### config.mk
export PLATFORM = sky130hd
export DESIGN_NAME = score_port_arbiter_flat
export DESIGN_NICKNAME = d
export VERILOG_FILES = /design/src/rtl/score_port_arbiter_pkg.sv /design/src/rtl/score_port_arbiter_if.sv /design/src/rtl/score_port_arbiter_event_popcount.sv /design/src/rtl/score_port_arbiter.sv /design/src/flat_wrapper.sv
export SDC_FILE = /design/constraint.sdc
export NUM_CORES = 1
export LEC_CHECK = 0
export BUFFER_PORTS_ARGS = -buffer_cell sky130_fd_sc_hd__buf_4
export CAP_MARGIN = 30
export CORE_MARGIN = 2
export CORE_UTILIZATION = 47
export CTS_CLUSTER_DIAMETER = 80
export DETAILED_ROUTE_END_ITERATION = 6
export PLACE_DENSITY = 0.79
export SYNTH_ARGS = -nofsm -noshare
export SYNTH_HDL_FRONTEND = slang
export SYNTH_SLANG_ARGS = --single-unit
export TNS_END_PERCENT = 5
### constraint.sdc
create_clock -name clk -period 5.3 [get_ports clk]
set_clock_uncertainty 0.05 [all_clocks]
set_input_delay 1.06 -clock clk [delete_from_list [all_inputs] [get_ports clk]]
set_output_delay 1.06 -clock clk [all_outputs]
set_load 0.02 [all_outputs]
### src/rtl/score_port_arbiter_pkg.sv
`default_nettype none
// ============================================================================
// Module      : score_port_arbiter_pkg
// Description : Shared types and constants for the score port arbiter:
//               FSM state encoding, default score register index, datapath
//               widths and the signed-delta width helper.
// Revision    : 1.0 - initial release
// ============================================================================
package score_port_arbiter_pkg;

    // Arbiter FSM: IDLE may inject, SETTLE blocks one cycle after an inject
    typedef enum logic [0:0] {
        ST_IDLE   = 1'b0,
        ST_SETTLE = 1'b1
    } arb_state_t;

    localparam int SCORE_REG_DEFAULT = 30;
    localparam int SCORE_W           = 32;
    localparam int RF_IDX_W          = 5;

    // Score plus pending is formed with the score sign-extended and one
    // guard bit, so the sum of two in-range operands can never wrap.
    localparam int SUM_W             = SCORE_W + 2;

    // Width of a signed value able to hold +/- n_moles
    function automatic int delta_width(input int n_moles);
        return $clog2(n_moles + 1) + 1;
    endfunction

endpackage : score_port_arbiter_pkg
`default_nettype wire

### src/rtl/score_port_arbiter_if.sv
`default_nettype none
// ============================================================================
// Module      : score_port_arbiter_if
// Description : Bundle between the processor / mole logic / regfile side and
//               the score port arbiter.
//   hit, miss   : per-mole one-cycle event pulses
//   score_cur   : score readback from the regfile
//   cpu_we/rd/wdata : processor regfile write request
//   rf_we/rd/wdata  : arbitrated regfile write
//   cpu_stall   : processor hold request
//   pending_nz, game_won, ovf : status
//   modport master : environment side, slave : arbiter side
// Revision    : 1.0 - initial release
// ============================================================================
interface score_port_arbiter_if #(
    parameter int N_MOLES = 4
);
    import score_port_arbiter_pkg::*;

    logic [N_MOLES-1:0]  hit;
    logic [N_MOLES-1:0]  miss;
    logic [SCORE_W-1:0]  score_cur;
    logic                cpu_we;
    logic [RF_IDX_W-1:0] cpu_rd;
    logic [SCORE_W-1:0]  cpu_wdata;
    logic                rf_we;
    logic [RF_IDX_W-1:0] rf_rd;
    logic [SCORE_W-1:0]  rf_wdata;
    logic                cpu_stall;
    logic                pending_nz;
    logic                game_won;
    logic                ovf;

    modport master (
        output hit, miss, score_cur, cpu_we, cpu_rd, cpu_wdata,
        input  rf_we, rf_rd, rf_wdata, cpu_stall, pending_nz, game_won, ovf
    );

    modport slave (
        input  hit, miss, score_cur, cpu_we, cpu_rd, cpu_wdata,
        output rf_we, rf_rd, rf_wdata, cpu_stall, pending_nz, game_won, ovf
    );

endinterface : score_port_arbiter_if
`default_nettype wire

### src/rtl/score_port_arbiter_event_popcount.sv
`default_nettype none
// ============================================================================
// Module      : event_popcount
// Description : Combinational per-cycle score delta from the mole channels:
//               delta = popcount(hit) - popcount(miss), signed.
//   hit   in  N_MOLES   hit pulses
//   miss  in  N_MOLES   miss pulses
//   delta out DELTA_W   signed net delta
// Revision    : 1.0 - initial release
// ============================================================================
module event_popcount
    import score_port_arbiter_pkg::*;
#(
    parameter int N_MOLES = 4,
    parameter int DELTA_W = delta_width(N_MOLES)
) (
    input  logic [N_MOLES-1:0]        hit,
    input  logic [N_MOLES-1:0]        miss,
    output logic signed [DELTA_W-1:0] delta
);

    logic [DELTA_W-1:0] w_hits;
    logic [DELTA_W-1:0] w_misses;

    // Counts never exceed N_MOLES, so the unsigned difference read back as
    // two's complement is the exact signed delta.
    always_comb begin
        w_hits   = '0;
        w_misses = '0;
        for (int i = 0; i < N_MOLES; i++) begin
            w_hits   = w_hits   + DELTA_W'(hit[i]);
            w_misses = w_misses + DELTA_W'(miss[i]);
        end
        delta = $signed(w_hits - w_misses);
    end

endmodule : event_popcount
`default_nettype wire

### src/rtl/score_port_arbiter.sv
`default_nettype none
// ============================================================================
// Module      : score_port_arbiter
// Description : Shares the regfile write port between the CPU and the mole
//               game. Hit/miss events accumulate into a saturating signed
//               pending delta, which is written into the score register
//               (clamped to 0..SCORE_MAX) on a cycle the CPU leaves the port
//               free. One SETTLE cycle follows each inject so score_cur
//               reflects the write before the next one is formed.
//   clk    in  1   clk25
//   reset  in  1   synchronous, active-high
//   bus    slave modport of score_port_arbiter_if (events, CPU write
//          request, score readback, arbitrated write, status)
// Configuration macro: SCORE_STARVE_GUARD_EN
//   defined : after STARVE_CYC consecutive blocked cycles the inject is
//             forced and cpu_stall pulses for that cycle
//   undefined : CPU always has priority, cpu_stall stays 0
// Revision    : 1.0 - initial release
// ============================================================================
module score_port_arbiter
    import score_port_arbiter_pkg::*;
#(
    parameter int N_MOLES   = 4,
    parameter int SCORE_REG = SCORE_REG_DEFAULT,
    parameter int SCORE_MAX = 255,
    parameter int WIN_SCORE = 12,
    parameter int PEND_W    = 8
`ifdef SCORE_STARVE_GUARD_EN
    ,
    parameter int STARVE_CYC = 64
`endif
) (
    input  logic                 clk,
    input  logic                 reset,
    score_port_arbiter_if.slave  bus
);

    localparam int c_DELTA_W = delta_width(N_MOLES);
    localparam int c_ACC_W   = ((PEND_W > c_DELTA_W) ? PEND_W : c_DELTA_W) + 1;

    // Symmetric saturation limits; the most negative code is never used
    localparam logic signed [c_ACC_W-1:0] c_PEND_MAX = c_ACC_W'((1 << (PEND_W - 1)) - 1);
    localparam logic signed [c_ACC_W-1:0] c_PEND_MIN = -c_PEND_MAX;

    localparam logic signed [SUM_W-1:0]   c_SCORE_MAX_S = SUM_W'(SCORE_MAX);
    localparam logic [SCORE_W-1:0]        c_SCORE_MAX_U = SCORE_W'(SCORE_MAX);
    localparam logic [SCORE_W-1:0]        c_WIN_SCORE   = SCORE_W'(WIN_SCORE);
    localparam logic [RF_IDX_W-1:0]       c_SCORE_IDX   = RF_IDX_W'(SCORE_REG);

    arb_state_t                   r_state;
    arb_state_t                   w_state_next;
    logic signed [PEND_W-1:0]     r_pending;
    logic signed [PEND_W-1:0]     w_pending_next;
    logic                         r_game_won;
    logic                         r_ovf;

    logic signed [c_DELTA_W-1:0]  w_delta_raw;
    logic signed [c_DELTA_W-1:0]  w_delta;
    logic signed [c_ACC_W-1:0]    w_acc_sum;
    logic                         w_acc_sat;
    logic signed [SUM_W-1:0]      w_score_sum;
    logic [SCORE_W-1:0]           w_score_clamped;
    logic                         w_pending_nz;
    logic                         w_inject;
    logic                         w_starve_fire;

    // ------------------------------------------------------------------
    // Event delta; frozen once the game is won
    // ------------------------------------------------------------------
    event_popcount #(
        .N_MOLES (N_MOLES),
        .DELTA_W (c_DELTA_W)
    ) u_event_popcount (
        .hit   (bus.hit),
        .miss  (bus.miss),
        .delta (w_delta_raw)
    );

    assign w_delta      = r_game_won ? '0 : w_delta_raw;
    assign w_pending_nz = (r_pending != '0);

    // ------------------------------------------------------------------
    // Starvation guard
    // ------------------------------------------------------------------
`ifdef SCORE_STARVE_GUARD_EN
    localparam int                     c_STARVE_W     = $clog2(STARVE_CYC + 1);
    localparam logic [c_STARVE_W-1:0]  c_STARVE_LIMIT = c_STARVE_W'(STARVE_CYC);

    logic [c_STARVE_W-1:0] r_starve_cnt;
    logic                  w_starve_blocked;

    assign w_starve_blocked = (r_state == ST_IDLE) && bus.cpu_we && w_pending_nz;
    assign w_starve_fire    = w_starve_blocked && (r_starve_cnt == c_STARVE_LIMIT);

    // Counts consecutive blocked IDLE cycles; firing always injects, which
    // clears it, so it never passes the limit.
    always_ff @(posedge clk) begin
        if (reset) begin
            r_starve_cnt <= '0;
        end else if (w_inject) begin
            r_starve_cnt <= '0;
        end else if (w_starve_blocked) begin
            r_starve_cnt <= r_starve_cnt + 1'b1;
        end else begin
            r_starve_cnt <= '0;
        end
    end
`else
    assign w_starve_fire = 1'b0;
`endif

    // ------------------------------------------------------------------
    // Score to write: signed(score_cur) + pending, clamped to 0..SCORE_MAX
    // ------------------------------------------------------------------
    always_comb begin
        w_score_sum = $signed({{(SUM_W - SCORE_W){bus.score_cur[SCORE_W-1]}}, bus.score_cur})
                    + SUM_W'(r_pending);
        w_score_clamped = w_score_sum[SCORE_W-1:0];
        if (w_score_sum[SUM_W-1]) begin
            w_score_clamped = '0;
        end else if (w_score_sum > c_SCORE_MAX_S) begin
            w_score_clamped = c_SCORE_MAX_U;
        end
    end

    // ------------------------------------------------------------------
    // FSM state register
    // ------------------------------------------------------------------
    always_ff @(posedge clk) begin
        if (reset) begin
            r_state <= ST_IDLE;
        end else begin
            r_state <= w_state_next;
        end
    end

    // ------------------------------------------------------------------
    // FSM next state and write-port mux
    // ------------------------------------------------------------------
    always_comb begin
        w_state_next  = r_state;
        w_inject      = 1'b0;
        bus.rf_we     = bus.cpu_we;
        bus.rf_rd     = bus.cpu_rd;
        bus.rf_wdata  = bus.cpu_wdata;
        bus.cpu_stall = 1'b0;
        case (r_state)
            ST_IDLE: begin
                if (w_pending_nz && (!bus.cpu_we || w_starve_fire)) begin
                    w_inject      = 1'b1;
                    w_state_next  = ST_SETTLE;
                    bus.rf_we     = 1'b1;
                    bus.rf_rd     = c_SCORE_IDX;
                    bus.rf_wdata  = w_score_clamped;
                    bus.cpu_stall = w_starve_fire;
                end
            end
            ST_SETTLE: begin
                w_state_next = ST_IDLE;
            end
            default: begin
                w_state_next = ST_IDLE;
            end
        endcase
    end

    // ------------------------------------------------------------------
    // Accumulator: an inject consumes pending, so the same-cycle delta
    // becomes the new pending instead of being added to it.
    // ------------------------------------------------------------------
    always_comb begin
        w_acc_sat = 1'b0;
        if (w_inject) begin
            w_acc_sum = c_ACC_W'(w_delta);
        end else begin
            w_acc_sum = c_ACC_W'(r_pending) + c_ACC_W'(w_delta);
        end
        w_pending_next = w_acc_sum[PEND_W-1:0];
        if (w_acc_sum > c_PEND_MAX) begin
            w_pending_next = c_PEND_MAX[PEND_W-1:0];
            w_acc_sat      = 1'b1;
        end else if (w_acc_sum < c_PEND_MIN) begin
            w_pending_next = c_PEND_MIN[PEND_W-1:0];
            w_acc_sat      = 1'b1;
        end
    end

    always_ff @(posedge clk) begin
        if (reset) begin
            r_pending  <= '0;
            r_ovf      <= 1'b0;
            r_game_won <= 1'b0;
        end else begin
            r_pending  <= w_pending_next;
            r_ovf      <= r_ovf | w_acc_sat;
            r_game_won <= r_game_won | (bus.score_cur >= c_WIN_SCORE);
        end
    end

    assign bus.pending_nz = w_pending_nz;
    assign bus.game_won   = r_game_won;
    assign bus.ovf        = r_ovf;

endmodule : score_port_arbiter
`default_nettype wire
### src/flat_wrapper.sv
// flat-port wrapper written by rule: the top's interface ports become plain ports
module score_port_arbiter_flat import score_port_arbiter_pkg::*;
#(
    parameter int N_MOLES   = 4,
    parameter int SCORE_REG = SCORE_REG_DEFAULT,
    parameter int SCORE_MAX = 255,
    parameter int WIN_SCORE = 12,
    parameter int PEND_W    = 8

)
  (clk, reset, bus_hit, bus_miss, bus_score_cur, bus_cpu_we, bus_cpu_rd, bus_cpu_wdata, bus_rf_we, bus_rf_rd, bus_rf_wdata, bus_cpu_stall, bus_pending_nz, bus_game_won, bus_ovf);
  score_port_arbiter_if #(.N_MOLES(N_MOLES)) bus_i ();
  input  logic clk;
  input  logic reset;
  input wire logic [$bits(bus_i.hit)-1:0] bus_hit;
  input wire logic [$bits(bus_i.miss)-1:0] bus_miss;
  input wire logic [$bits(bus_i.score_cur)-1:0] bus_score_cur;
  input wire logic [$bits(bus_i.cpu_we)-1:0] bus_cpu_we;
  input wire logic [$bits(bus_i.cpu_rd)-1:0] bus_cpu_rd;
  input wire logic [$bits(bus_i.cpu_wdata)-1:0] bus_cpu_wdata;
  output wire logic [$bits(bus_i.rf_we)-1:0] bus_rf_we;
  output wire logic [$bits(bus_i.rf_rd)-1:0] bus_rf_rd;
  output wire logic [$bits(bus_i.rf_wdata)-1:0] bus_rf_wdata;
  output wire logic [$bits(bus_i.cpu_stall)-1:0] bus_cpu_stall;
  output wire logic [$bits(bus_i.pending_nz)-1:0] bus_pending_nz;
  output wire logic [$bits(bus_i.game_won)-1:0] bus_game_won;
  output wire logic [$bits(bus_i.ovf)-1:0] bus_ovf;
  assign bus_i.hit = bus_hit;
  assign bus_i.miss = bus_miss;
  assign bus_i.score_cur = bus_score_cur;
  assign bus_i.cpu_we = bus_cpu_we;
  assign bus_i.cpu_rd = bus_cpu_rd;
  assign bus_i.cpu_wdata = bus_cpu_wdata;
  assign bus_rf_we = bus_i.rf_we;
  assign bus_rf_rd = bus_i.rf_rd;
  assign bus_rf_wdata = bus_i.rf_wdata;
  assign bus_cpu_stall = bus_i.cpu_stall;
  assign bus_pending_nz = bus_i.pending_nz;
  assign bus_game_won = bus_i.game_won;
  assign bus_ovf = bus_i.ovf;
  score_port_arbiter #(.N_MOLES(N_MOLES), .SCORE_REG(SCORE_REG), .SCORE_MAX(SCORE_MAX), .WIN_SCORE(WIN_SCORE), .PEND_W(PEND_W)) u_core (.clk(clk), .reset(reset), .bus(bus_i));
endmodule
==> metrics.md, run 1 <==
| Metric | Value |
|---|---|
| Status | complete, but fails checks |
| Failing checks | setup timing |
| GRT Overall Usage | 27.97% |
| Hold_buf cts | 0 |
| NetSw | between 1 and 1.5 mW |
| Fin. Hold Viols | 0 |
| Worst setup EP type | flop |
| Final nets | 757 |
| Avg Cell Area, Syn | 6.958 um2 |
| Die Ht | 88.74 um |
| Global-route wire length before repair | roughly 18000 um |
| Synth Warn # | 0 |
| Via count | between 4000 and 5000 |
| Hold WS | 0.4031 ns |
| R2r setup slk | roughly 2.5 ns |
| Post-synth EDFFs | 0 |
| Final period util | 104.4% |
| RSZ-0062 raised after global routing | yes |
| Sequential fraction of design power | 7.6% |
| DRC | 0 |
| Fraction of registers with async set/reset | 0% |
| CTS Buf Count | 3 |
| Final Core Density | a little over two thirds |
| CTS Root Cell | clkbuf_8 |
| Finished Cell Area | about 4800 um2 |
| Count of final max-slew check failures | 0 |
| Vias/cell | 5.950 |
| Register area | 220.2 um2 |
| CTS sink count | 11 |
| Buffers added on ports | 120 |
| Comb power frac | 88.0% |
| Final ANT Viol Nets | 0 |
| Syn Inst Count | about 490 |
| Vias in the first global route | between 4000 and 5000 |
| Clock tree buffer depth | 2 |
| Gr ovfl total | 0 |
| Die Width | 88.74 um |
| Top_reg_cell synth | dfxtp_1 |
| Worst Path Arrival | 5.60 ns |
| Min Tclk post-route | 5.534 ns |
| Rel. slew slack | 58.25% |
| Syn_nets | 614 |
| Drt total wl | roughly 11000 um |
| Achievable Freq | 0.1807 GHz |
| Pwr dens | 411.9 nW/um2 |
| Layout area overhead | 41.94% |
| Worst-path clk slew | 0.05 ns |
| Pleak | roughly 2.3 nW |
| Worst Path Required | 5.37 ns |
| DP HPWL | around 9300 um |
| Largest net degree at the start of global routing | 41 |
| ANT cells | 0 |
| CP Class | input port to flop |
| Reg2reg end | u_core.r_pending[3] |
| Worst hold stages | 2 |
| Routability Congestion | 0.9693 |
| Clock network fraction of total power | 4.4% |
| Final worst slack | -0.2340 ns |
| Synthesis-stage register bit count | 11 |
| Int Power | 0.9326 mW |
| Design Power | 1.973 mW |
| DRT Pass-1 Iters | 5 |
| Mapped Area | 3374 um2 |
| Worst-Skew Late Latency | 0.24 ns |
| Initial antenna violation count | 0 |
| Register area share after synthesis | 6.526% |
| Footprint of the multi-input gates | 3128 um2 |
| Final setup viols | 10 |
| Placed cell areas | ~4500 um2 |
| Share of cells above drive strength 1 | 31.58% |
| Crit path from | bus_miss[1] |
| Sw frac | a little over half |
| Reg2Reg Depth | 13 |
| Worst flop-to-flop path startpoint | u_core.bus.game_won |
| HP Class | flop to flop |
| Peak VDD IR | 0.0002534 V |
| Initial Util | roughly half |
| TritonCTS clock tree | done |
| Num rows | 30 |
| Initial drt markers | approximately 270 |
| Yosys cell types | 61 |
| Ports | 122 |
| Routed WL per cell | 15.63 um |
| Crit path to | u_core.r_pending[3] |
| MaxCap Viol Count | 0 |
| Core Area | 6869 um2 |
| CP startpoint kind | input port |
| Critical Path Fanout Max | 4 |
| Worst-margin pin slew | 0.6197 ns |
| Die area | 7874 um2 |
| H-tree lvl count | 1 |
| Fillers | 547 |
==> cell families (layout without fill, tap and decap cells) <==
group	count (synthesis)	in the layout	share of synthesized area (%)
muxes	5	5	1.557
buffers and inverters	44	186	5.524
and+or+nand+nor	201	201	30.70
xor gates and xnor gates	21	21	5.451
adders and majority gates	49	49	19.73
AOI/OAI and AO/OA	153	153	30.40
DFF	11	11	6.526
other	1	1	0.1111
==> worst min-delay path by stage <==
| stage | start | to | slack, ns |
|---|---|---|---|
| 2_1_floorplan | u_core.bus.ovf | u_core.bus.ovf | 0.47 |
| 3_3_place_gp | u_core.bus.ovf | u_core.bus.ovf | 0.39 |
| 3_5_place_dp | u_core.bus.ovf | u_core.bus.ovf | 0.40 |
| 4_1_cts | u_core.bus.ovf | u_core.bus.ovf | 0.41 |
| 5_1_grt | u_core.bus.ovf | u_core.bus.ovf | 0.42 |
| 6_report | u_core.bus.ovf | u_core.bus.ovf | 0.40 |
==> through the flow <==
stage / TNS (ns) / instances / worst slack (ns)
2_1_floorplan: 0 / 485 / 0.005938
3_3_place_gp: -2.094 / 712 / -0.2422
3_5_place_dp: -3.161 / 712 / -0.3752
4_1_cts: -0.5198 / 719 / -0.1072
5_1_grt: -3.819 / 723 / -0.4704
6_report: -1.621 / 723 / -0.2340
==> layout make-up <==
type,instances,share of cell area [%]
inverter,26,2.038
clock buffer,4,0.9404
tap,96,2.508
multi-input combinational,430,65.31
timing repair buffer,156,24.61
sequential,11,4.598
==> registers in the layout, summed over array words and instances (netlist names) <==
register and count:
u_core.r_pending 8, u_core.bus.game_won 1, u_core.r_state 1, u_core.bus.ovf 1
==> worst max-delay path, stage by stage <==
cell,delay [ns]
buf_4,0.07
inv_1,0.04
fa_1,0.53
inv_1,0.05
fa_1,0.47
fa_1,0.55
inv_2,0.05
ha_4,0.15
fa_2,0.33
xor2_1,0.17
nor2_1,0.15
ha_1,0.28
nor2b_1,0.14
o21ai_1,0.18
a21boi_1,0.10
o21a_1,0.23
o21a_1,0.23
o21a_1,0.21
a211oi_2,0.28
a211o_1,0.22
o21ai_1,0.08
==> cells in the mapped netlist (3+ instances only) <==
cell type	instances	area (um2)
xor2_1	9	78.83
and3_1	6	37.54
o21a_1	14	105.1
o41a_1	8	90.09
a2111oi_0	3	26.28
nand2_1	54	202.7
or2_2	6	37.54
o21bai_1	3	22.52
or3_1	6	37.54
buf_2	8	40.04
dfxtp_1	11	220.2
nor3_1	13	65.06
nand3_1	12	60.06
o21ai_0	26	130.1
a21o_1	10	75.07
inv_1	26	97.59
nor2_1	35	131.4
ha_1	42	525.5
and2_1	26	162.7
xnor2_1	12	105.1
clkbuf_1	6	22.52
a21oi_1	45	225.2
nor4_1	11	68.82
o31ai_1	5	37.54
nand4_1	10	62.56
o21ai_1	6	30.03
nand2b_1	9	56.30
buf_4	3	22.52
mux2i_1	3	30.03
o211ai_1	5	37.54
a211oi_1	6	45.04
fa_1	7	140.1
nor2b_1	3	18.77
==> power groups by stage <==
stage | Combinational (mW) | Clock, mW | Sequential, mW
global placement | 1.56 | 0 | 0.149
global route | 1.88 | 0.0892 | 0.155
floorplan | 1.10 | 0 | 0.150
finish | 1.74 | 0.0871 | 0.150
detailed placement | 1.58 | 0 | 0.150
CTS | 1.65 | 0.0870 | 0.150
==> layer usage <==
| metal | track usage (%) | share of wire (%) | vias to the layer above |
|---|---|---|---|
| li1 | - | - | 2078 |
| met1 | 33.00 | 41 | 1996 |
| met2 | 51.29 | 50 | 200 |
| met3 | 3.265 | 6.3 | 28 |
| met4 | 10.61 | 2.7 | 0 |
| met5 | 0 | 0 | - |
==> cell usage in the layout (no fill, tap or decap), drive strengths merged, types with 2 or more instances in the layout <==
cell type,count
a2111oi,3
a211o,2
a211oi,8
a21boi,2
a21o,10
a21oi,47
and2,26
and3,6
buf,156
clkbuf,4
dfxtp,11
fa,7
ha,42
inv,26
mux2,2
mux2i,3
nand2,54
nand2b,9
nand3,12
nand4,11
nor2,35
nor2b,3
nor3,13
nor4,13
nor4b,2
o2111ai,2
o211ai,6
o21a,14
o21ai,33
o21bai,3
o31ai,5
o41a,8
or2,6
or3,6
xnor2,12
xor2,9
==> what timing repair did <==
action / 4_1_cts / 5_1_grt
endpoints found under the setup margin: 16 / 17
setup buffers: 3 / 4
pin swaps: 21 / 17
resized for setup: 19 / 14
(Power assumes the default switching activity.)
==> inputs of run 2 (changes only) <==
- BUFFER_PORTS_ARGS: -buffer_cell sky130_fd_sc_hd__buf_4 -> -buffer_cell sky130_fd_sc_hd__buf_2
==> run 2 against run 1 <==
Net effect:
- via count shrank 0.35%
- maximum frequency up 1.7%
- sequential share of layout area increased by 0.41 points
- final cell count is 0.69% lower
- global-route usage decreased by 0.64 points
- count of clock-buffer cells in the layout stayed put
- die area stayed put
- the run still ends with setup timing left
==> metrics.md, run 2 (synthesis gave the netlist of run 1 again) <==
| Metric | Value |
|---|---|
| Status | complete, but fails checks |
| Failing checks | setup timing |
| Most frequent cells in the layout | buf_2, nand2_1, a21oi_1 |
| Placed Cells | 711 (-0.14%) |
| Achievable Freq | 0.1838 GHz (+1.7%) |
| Layout area overhead | 30.44% |
| Worst-path clk slew | 0.06 ns (about the same) |
| Initial Util | 49.13% (unchanged) |
| Critical Path Fanout Max | 4 (unchanged) |
| Die Width | 88.74 um (unchanged) |
| Fin cells | 718 (-0.69%) |
| Hold WS | 0.3975 ns (-0.005559 ns) |
| Worst Path Arrival | 5.50 ns (-0.10 ns) |
| Fin. Hold Viols | 0 (unchanged) |
| Pleak | 2.133 nW (-5.7%) |
| Final setup viols | 7 (-3) |
| DRC | 0 (unchanged) |
| GRT Overall Usage | 27.32% (-0.64 points) |
| MaxCap Viol Count | 0 (unchanged) |
| Worst-Skew Late Latency | 0.25 ns (about the same) |
| Share of cells above drive strength 1 | 30.71% (-0.87 points) |
| Gr ovfl total | 0 (unchanged) |
| Pre-CTS WS | -0.4086 ns (-0.03348 ns) |
| Vias/cell | 5.971 (+0.35%) |
| Die Ht | 88.74 um (unchanged) |
| Routability Congestion | 1.007 (+3.8%) |
| ANT cells | 0 (unchanged) |
| Final Core Density | 64.08% (-5.6 points) |
| Most common cell after layout, fill and taps aside | buf_2 |
| Max FFs per register | 8 (unchanged) |
| Hold_buf cts | 0 (unchanged) |
| Pwr dens | 426.7 nW/um2 (+3.6%) |
| Placed cell areas | 4239 um2 (-6.8%) |
| Count of final max-slew check failures | 0 (unchanged) |
| Top reg by flops | u_core.r_pending |
| Worst setup EP type | flop |
| Final ANT Viol Nets | 0 (unchanged) |
| Peak VDD IR | 0.0002608 V (+2.9%) |
| Finished Cell Area | 4402 um2 (-8.1%) |
| Largest net degree at the start of global routing | 41 (unchanged) |
| H-tree lvl count | 1 (unchanged) |
| Initial drt markers | 257 (-3.7%) |
| TritonCTS clock tree | done |
| Die area | 7874 um2 (unchanged) |
| Buffers added on ports | 120 (unchanged) |
| Vias in the first global route | 3965 (-2.9%) |
| Worst Path Required | 5.36 ns (about the same) |
| Final nets | 752 (-0.66%) |
| Drt total wl | 10870 um (-3.8%) |
| Worst-margin pin slew | 0.5830 ns (-0.03669 ns) |
| Global-route wire length before repair | 17310 um (-2.1%) |
| Final period util | 102.7% (-1.7 points) |
| Final worst slack | -0.1420 ns (+0.09198 ns) |
| Initial antenna violation count | 0 (unchanged) |
| Clock tree buffer depth | 2 (unchanged) |
| Ports | 122 (unchanged) |
| DP HPWL | 8852 um (-5.2%) |
| Num rows | 30 (unchanged) |
| Core Area | 6869 um2 (unchanged) |
| HP Class | flop to flop |
| RSZ-0062 raised after global routing | yes |
| CTS Root Cell | clkbuf_8 |
| CTS Buf Count | 3 (unchanged) |
| CTS sink count | 11 (unchanged) |
| CP startpoint kind | input port |
| CP Class | input port to flop |
| Routed WL per cell | 15.14 um (-3.1%) |
| Min Tclk post-route | 5.442 ns (-0.09198 ns) |
| DRT Pass-1 Iters | 5 (unchanged) |
| Via count | 4287 (-0.35%) |
| Rel. slew slack | 60.72% (+2.5 points) |
[run 2: changes by cell type in the layout (fill, tap and decap cells not counted), moves of 2 or more]
cell | previous run | this run
buf_2 | 0 | 119
ha_2 | 0 | 3
buf_4 | 154 | 31
o21ai_1 | 11 | 9
ha_4 | 2 | 0
[run 2: path summary, 6_finish.rpt]
path	from	end	slack [ns]	cells after the start
worst min register to register	u_core.bus.ovf	u_core.bus.ovf	0.40	2
worst min-delay path	u_core.bus.ovf	u_core.bus.ovf	0.40	2
worst max register to register	u_core.bus.game_won	u_core.r_pending[4]	2.38	12
worst max-delay path	bus_miss[1]	u_core.r_pending[4]	-0.14	21
[run 2: repair_timing]
| action | in CTS | in global routing |
|---|---|---|
| pin swaps | 7 | 13 |
| buffers inserted | 3 | 0 |
| gates resized for setup | 9 | 17 |
| endpoints found under the setup margin | 16 | 16 |
[run 2: power breakdown]
| part | total, mW | internal [mW] | switching (mW) | leakage, nW |
|---|---|---|---|---|
| registers | 0.143 | 0.114 | 0.0287 | 0.0918 |
| clock network | 0.0889 | 0.0530 | 0.0358 | 0.0228 |
| logic | 1.65 | 0.687 | 0.959 | 2.02 |
| total | 1.88 | 0.855 | 1.02 | 2.13 |
[run 2: final cells by class]
| class | count | area, um2 |
|---|---|---|
| well taps | 96 | 120.1 |
| multi-input cells | 430 | 3079 |
| repair buffers | 151 | 839.6 |
| inverters | 26 | 97.59 |
| clock buffers | 4 | 45.04 |
| fillers | 633 | 2467 |
| flip-flops and latches | 11 | 220.2 |
[run 2: through the flow]
| stage | TNS [ns] | power [mW] |
|---|---|---|
| detailed placement | -3.226 | 1.672 |
| finish | -0.5751 | 1.878 |
| CTS | -0.2413 | 1.805 |
| global route | -2.497 | 2.041 |
| floorplan | 0 | 1.247 |
| global placement | -1.365 | 1.633 |
[run 2: per-layer routing]
layer | vias to the layer above | track usage (%) | wire [um]
li1 | 2062 | - | -
met1 | 1981 | 32.07 | 4280
met2 | 218 | 51.49 | 5544
met3 | 26 | 2.425 | 784
met4 | 0 | 9.091 | 261
met5 | - | 0 | 0
[run 2: critical path: stages]
cell	delay (ns)
buf_6	0.07
inv_2	0.03
fa_1	0.53
inv_1	0.05
fa_1	0.45
fa_1	0.49
inv_1	0.05
ha_2	0.18
fa_2	0.33
xor2_1	0.16
nor2_1	0.13
ha_1	0.27
nor2b_1	0.15
o21ai_2	0.16
a21boi_2	0.08
o21a_1	0.19
o21a_1	0.22
o21a_1	0.23
a211oi_2	0.32
a211o_1	0.24
o21ai_0	0.10
